$ cat src/rtl/hazard_ctrl_unit_pkg.sv
// Shared constants for the RV32I hazard controller: opcodes, NOP, stage indices, FSM states.
// No logic; imported by the controller and its decode helper.
// Stage indices follow pipeline order IF=0 .. WB=4.
package hazard_ctrl_unit_pkg;

  localparam logic [6:0] OP_LOAD  = 7'b0000011;
  localparam logic [6:0] OP_R     = 7'b0110011;
  localparam logic [6:0] OP_S     = 7'b0100011;
  localparam logic [6:0] OP_B     = 7'b1100011;
  localparam logic [6:0] OP_LUI   = 7'b0110111;
  localparam logic [6:0] OP_AUIPC = 7'b0010111;
  localparam logic [6:0] OP_JAL   = 7'b1101111;

  localparam logic [31:0] NOP_INSTR = 32'h0000_0013;

  localparam int STG_IF  = 0;
  localparam int STG_ID  = 1;
  localparam int STG_EX  = 2;
  localparam int STG_MEM = 3;
  localparam int STG_WB  = 4;

  typedef enum logic [1:0] {
    ST_IDLE    = 2'd0,
    ST_LU_WAIT = 2'd1,
    ST_MD_WAIT = 2'd2
  } state_t;

endpackage

$ cat src/rtl/hazard_src_decode.sv
// Register-source decode of one RV32I instruction: which source fields are read, plus rd/rs1/rs2.
// Purely combinational, zero latency.
// No flow control.
module hazard_src_decode
  import hazard_ctrl_unit_pkg::*;
(
  input  logic [31:0] instr,
  output logic        uses_rs1,
  output logic        uses_rs2,
  output logic [4:0]  rd,
  output logic [4:0]  rs1,
  output logic [4:0]  rs2
);

  logic [6:0] opcode;
  logic       unused_bits;

  assign opcode      = instr[6:0];
  assign rd          = instr[11:7];
  assign rs1         = instr[19:15];
  assign rs2         = instr[24:20];
  assign unused_bits = ^{instr[31:25], instr[14:12]};

  // Only R/S/B formats read rs2; every format except U-type and JAL reads rs1.
  always_comb begin
    uses_rs2 = (opcode == OP_R) || (opcode == OP_S) || (opcode == OP_B);
    uses_rs1 = !((opcode == OP_LUI) || (opcode == OP_AUIPC) || (opcode == OP_JAL));
  end

endmodule

$ cat src/rtl/hazard_ctrl_unit.sv
// Pipeline hazard controller: load-use bubbles, mul/div hold, branch flush, stall counter.
// hold/bubble/flush/lu_event are Mealy (same cycle as inputs); state and stall_cnt update on clk.
// Never back-pressured itself; MEM and WB are never held or flushed.
module hazard_ctrl_unit
  import hazard_ctrl_unit_pkg::*;
#(
  parameter int NSTG       = 5,
  parameter int LU_BUBBLES = 1,
  parameter int CNT_W      = 16
) (
  input  logic             clk,
  input  logic             rst,
  input  logic [31:0]      id_instr,
  input  logic [31:0]      ex_instr,
  input  logic             ex_valid,
  input  logic             br_taken,
  input  logic             md_busy,
  output logic [NSTG-1:0]  hold,
  output logic [NSTG-1:0]  bubble,
  output logic [NSTG-1:0]  flush,
  output logic             lu_event,
  output logic [CNT_W-1:0] stall_cnt
);

  state_t     state, state_nxt;
  logic [1:0] lu_cnt, lu_cnt_nxt;

  logic       id_uses_rs1, id_uses_rs2;
  logic [4:0] id_rd, id_rs1, id_rs2;
  logic       ex_uses_rs1, ex_uses_rs2;
  logic [4:0] ex_rd, ex_rs1, ex_rs2;
  logic       dec_unused;
  logic       lu_hit;

  hazard_src_decode u_dec_id (
    .instr    (id_instr),
    .uses_rs1 (id_uses_rs1),
    .uses_rs2 (id_uses_rs2),
    .rd       (id_rd),
    .rs1      (id_rs1),
    .rs2      (id_rs2)
  );

  hazard_src_decode u_dec_ex (
    .instr    (ex_instr),
    .uses_rs1 (ex_uses_rs1),
    .uses_rs2 (ex_uses_rs2),
    .rd       (ex_rd),
    .rs1      (ex_rs1),
    .rs2      (ex_rs2)
  );

  // Only rd is needed from EX, and only the sources from ID.
  assign dec_unused = ^{id_rd, ex_uses_rs1, ex_uses_rs2, ex_rs1, ex_rs2};

  // A real load in EX whose non-zero destination is read by the instruction in ID.
  always_comb begin
    lu_hit = ex_valid && (ex_instr[6:0] == OP_LOAD) && (ex_rd != 5'd0) &&
             ((id_uses_rs1 && (ex_rd == id_rs1)) || (id_uses_rs2 && (ex_rd == id_rs2)));
  end

  // Per-cycle stage controls and next state; branch flush outranks mul/div, which outranks load-use.
  always_comb begin
    hold       = '0;
    bubble     = '0;
    flush      = '0;
    lu_event   = 1'b0;
    state_nxt  = state;
    lu_cnt_nxt = lu_cnt;
    if (rst) begin
      if (br_taken) begin
        // Squashed ID owes no bubbles; a still-busy mul/div resumes holding next cycle.
        flush[STG_IF] = 1'b1;
        flush[STG_ID] = 1'b1;
        lu_cnt_nxt    = '0;
        state_nxt     = md_busy ? ST_MD_WAIT : ST_IDLE;
      end else begin
        case (state)
          ST_IDLE: begin
            if (md_busy) begin
              hold[STG_IF]    = 1'b1;
              hold[STG_ID]    = 1'b1;
              hold[STG_EX]    = 1'b1;
              bubble[STG_MEM] = 1'b1;
              state_nxt       = ST_MD_WAIT;
            end else if (lu_hit) begin
              hold[STG_IF]   = 1'b1;
              hold[STG_ID]   = 1'b1;
              bubble[STG_EX] = 1'b1;
              lu_event       = 1'b1;
              if (LU_BUBBLES > 1) begin
                lu_cnt_nxt = 2'(LU_BUBBLES - 1);
                state_nxt  = ST_LU_WAIT;
              end
            end
          end
          ST_LU_WAIT: begin
            if (md_busy) begin
              hold[STG_IF]    = 1'b1;
              hold[STG_ID]    = 1'b1;
              hold[STG_EX]    = 1'b1;
              bubble[STG_MEM] = 1'b1;
              lu_cnt_nxt      = '0;
              state_nxt       = ST_MD_WAIT;
            end else begin
              hold[STG_IF]   = 1'b1;
              hold[STG_ID]   = 1'b1;
              bubble[STG_EX] = 1'b1;
              lu_cnt_nxt     = lu_cnt - 2'd1;
              if (lu_cnt == 2'd1) state_nxt = ST_IDLE;
            end
          end
          ST_MD_WAIT: begin
            if (md_busy) begin
              hold[STG_IF]    = 1'b1;
              hold[STG_ID]    = 1'b1;
              hold[STG_EX]    = 1'b1;
              bubble[STG_MEM] = 1'b1;
            end else begin
              state_nxt = ST_IDLE;
            end
          end
          default: state_nxt = ST_IDLE;
        endcase
      end
    end
  end

  // State, bubble countdown and saturating stall counter.
  always_ff @(posedge clk) begin
    if (!rst) begin
      state     <= ST_IDLE;
      lu_cnt    <= '0;
      stall_cnt <= '0;
    end else begin
      state  <= state_nxt;
      lu_cnt <= lu_cnt_nxt;
      if ((|hold) && (stall_cnt != {CNT_W{1'b1}})) stall_cnt <= stall_cnt + CNT_W'(1);
    end
  end

endmodule
$ cat config.mk
export PLATFORM = sky130hd
export DESIGN_NAME = hazard_ctrl_unit
export DESIGN_NICKNAME = d
export VERILOG_FILES = /design/src/rtl/hazard_ctrl_unit_pkg.sv /design/src/rtl/hazard_src_decode.sv /design/src/rtl/hazard_ctrl_unit.sv
export SDC_FILE = /design/constraint.sdc
export NUM_CORES = 1
export LEC_CHECK = 0
export CAP_MARGIN = 25
export CORE_MARGIN = 8
export CORE_UTILIZATION = 31
export CTS_CLUSTER_DIAMETER = 40
export DETAILED_ROUTE_END_ITERATION = 12
export GPL_TIMING_DRIVEN = 0
export HOLD_SLACK_MARGIN = 0.05
export PLACE_DENSITY = 0.82
export SETUP_SLACK_MARGIN = 0.4
export SLEW_MARGIN = 25
export SYNTH_ARGS = -nofsm -noshare
export SYNTH_HDL_FRONTEND = slang
export SYNTH_SLANG_ARGS = --single-unit
$ cat constraint.sdc
create_clock -name clk -period 2.7 [get_ports clk]
set_input_delay 0.54 -clock clk [delete_from_list [all_inputs] [get_ports clk]]
set_output_delay 0.54 -clock clk [all_outputs]
set_load 0.05 [all_outputs]
==> out/metrics.cfg <==
[power_and_ir_drop]
report.power.total_uw = 627
netSwitchingPower_uw = 184
comb_power_share_pct = 29.5
power_density_mw_per_mm2 = 282
power.share.clock_pct = 30.4
p_sw_share_pct = 29.3
p_int_uw = 443
p_leak_nw = 0.871
ir_worst_vdd_v = 0.000298
seq_power_share_pct = 40.0

[outcome]
run_status = complete, but fails checks
failed_checks = setup timing

[worst_setup_path]
reg2reg_setup_slack_ns = 0.26
worst-r2r-cell-count = 9
cp-start-kind = primary input
timing.rr.start = stall_cnt[6]
critical_path.endpoint_type = output port
worst-endpoint-required_ns = 2.16
crit_fanout = 2
timing.critical_path.arrival_ns = 2.26
r2r_end = stall_cnt[1]
worstSetupPathType = in2out

[floorplan]
num_rows = 22
start_util_pct = 31.9
coreArea_sq_mm = 0.00361
chipHeight_microns = 76.9
io_pins = 101
fp.dieArea_sq_mm = 0.00591
dieWidth_microns = 76.9

[clock_network]
cts-buffers-inserted = 3
clkSlewWorstSetupHoldPaths_ns = 0.06
cts_root_buf = clkbuf_8
cts_hold_repair.buffers = 0
cts.sink_count = 17
clock_tree_from_tritoncts = done
cts_buffer_depth = 2
htree_levels = 1
clock_insertion_delay_worst_skew_ns = 0.25

[sta]
fin_crit_ns = 2.80
fmax_ghz = 0.357
whs_ns = 0.484
final_hold_viol_count = 0
final_max_slew_viol_count = 0
slew_headroom_pct = 57.9
fin_setup_tns_ns = -0.266
final_min_period_over_clock_period_pct = 104
setup_repair_after_global_routing_missed_its_margin = yes
worst_pin_slew_ns = 0.632
setup-violations-final = 6
final_critical_path_setup_slack_ns = -0.0998
fin_skew_ns = 0.00666

[grt]
antenna_violations_before_repair = 0
overall_routing_resource_usage_pct = 14.0
grt_total_ovfl = 0
first_global_vias = 1412
grt_first_pass_wirelength_microns = 6870
grt_max_degree = 11

[synthesis]
synth_flop_cell = dfxtp_1
synth_seq_area_share_pct = 29.6
yosys-top-cells-area = dfxtp_1, buf_4, o31ai_1, or4_1, xor2_1
ys_types = 35
post_synthesis_cell_type_with_the_largest_combined_area = dfxtp_1
ys_async_sr_fraction_pct = 0
syn-mean-instance-area_sq_um = 8.39
synth_top_area_share_pct = 29.6
post_synth_instance_area_sq_mm = 0.00115
post_synth_inst_count = 137
postSynthRegisterBits = 17
synthesis.yosys.warnings = 0
synth_edf_count = 0

[route]
drt_iter0_markers = 53
route.detailed.vias_per_inst = 4.99
route.final.wire_length_microns = 4530
drtAntennaViolNets = 0
wire_per_inst_microns = 16.8
detailedRoute.firstPassIterationCount = 4
wl_met1_microns = 1910
routed_length_on_met2_microns = 2070
dr_wl_met3_microns = 483
via_count = 1341
drc = 0
top_layer = met4

[layout]
layout.cells.most_common_list = buf_4, clkdlybuf4s50_1, buf_6, dfxtp_1, nand2_1
layout-area-overhead-vs-synth_pct = 93.4
antenna_cells = 0
final_layout_size_suffix_gt1_share_pct = 43.4
post_route_cell_area_sq_mm = 0.00222
post_layout_net_count = 292

[flow_run]
drv_cap = 0

[hold_path]
holdPathEnd = stall_cnt[4]
holdCritPathClass = reg2reg
holdCritStartpoint = stall_cnt[4]
min_path_cells = 1

[place]
place.detailed.hpwl_microns = 3030
placement.io_buffers = 57
place_area_sq_mm = 0.00192
routabilityCongestion = 0.806
dpl_worst_slack_ns = -1.21

## worst max-delay path by stage
stage                       from   endpoint  slack (ns)  depth (start not counted)
floorplan            ex_instr[7]  bubble[2]       -0.09                          6
finish              id_instr[20]  bubble[2]        -0.1                          8
global placement     ex_instr[7]  bubble[2]       -1.21                          8
global route        id_instr[20]  bubble[2]       -0.14                          8
CTS                 id_instr[21]  bubble[2]       -0.11                          8
detailed placement   ex_instr[7]  bubble[2]       -1.21                          8
## synth_stat cells, drive strengths merged (2+ instances only)
cell    number
and2         3
inv          4
xnor2        5
nor3         2
o211ai       4
nand4        5
nand3        7
nand2       10
buf         14
clkbuf       3
dfxtp       17
or4         10
mux2i        3
nand2b       2
a21oi        7
o31ai       10
nor4         2
xor2         7
nor2         9
## worst max-delay path, stage by stage
cell and delay [ns]:
buf_6 0.10, xnor2_2 0.14, nand3_1 0.09, or4_4 0.54, a2111o_1 0.47, nor2_4 0.15, buf_6 0.10, buf_8 0.13
## registers in the layout (all words and copies together) (netlist names)
signal     cells
state          1
stall_cnt     16
## repair_timing
item | in CTS | in global routing
gates resized for setup | 115 | 45
pin swaps | 20 | 17
gates cloned | 2 | 0
setup buffers | 11 | 3
setup endpoints to repair | 24 | 22
## metrics by stage
step	cells	util, %
6_report	269	61.7
5_1_grt	269	61.7
2_1_floorplan	144	-
3_3_place_gp	249	53.2
3_5_place_dp	249	53.2
4_1_cts	266	57.7
## layout make-up
cell class / instances / area, sq um
plain buffers: 17 / 140
clock buffers: 4 / 45.0
fillers: 321 / 1380
inverters: 4 / 15.0
multi-input cells: 107 / 922
flip-flops and latches: 17 / 359
well taps: 48 / 60.1
repair buffers: 72 / 682
## kinds of logic (layout without fill, tap and decap cells)
kind of cell / Yosys count / in the layout / synth area share (%)
buffers and inverters: 21 / 97 / 12.1
AND/OR/NAND/NOR: 55 / 55 / 26.6
flip-flops: 17 / 17 / 29.6
adder cells (fa/ha/maj): 1 / 1 / 1.09
multiplexers: 3 / 3 / 2.61
other: 1 / 8 / 0.326
XOR/XNOR: 12 / 12 / 9.14
AO/OA/AOI/OAI: 27 / 28 / 18.6
## power by group through the flow
stage / Sequential [mW] / Combinational [mW] / Clock (mW)
after floorplan: 0.260 / 0.0873 / 0
after global placement: 0.256 / 0.161 / 0
after detailed placement: 0.257 / 0.163 / 0
after CTS: 0.251 / 0.171 / 0.199
after global routing: 0.251 / 0.195 / 0.208
final: 0.251 / 0.185 / 0.191
## per-layer routing
metal,GRT usage [%],vias to the layer above
li1,-,658
met1,17.0,610
met2,22.8,67
met3,4.66,6
met4,4.04,0
met5,0,-
Note: power is estimated with default switching activity, not from simulation.
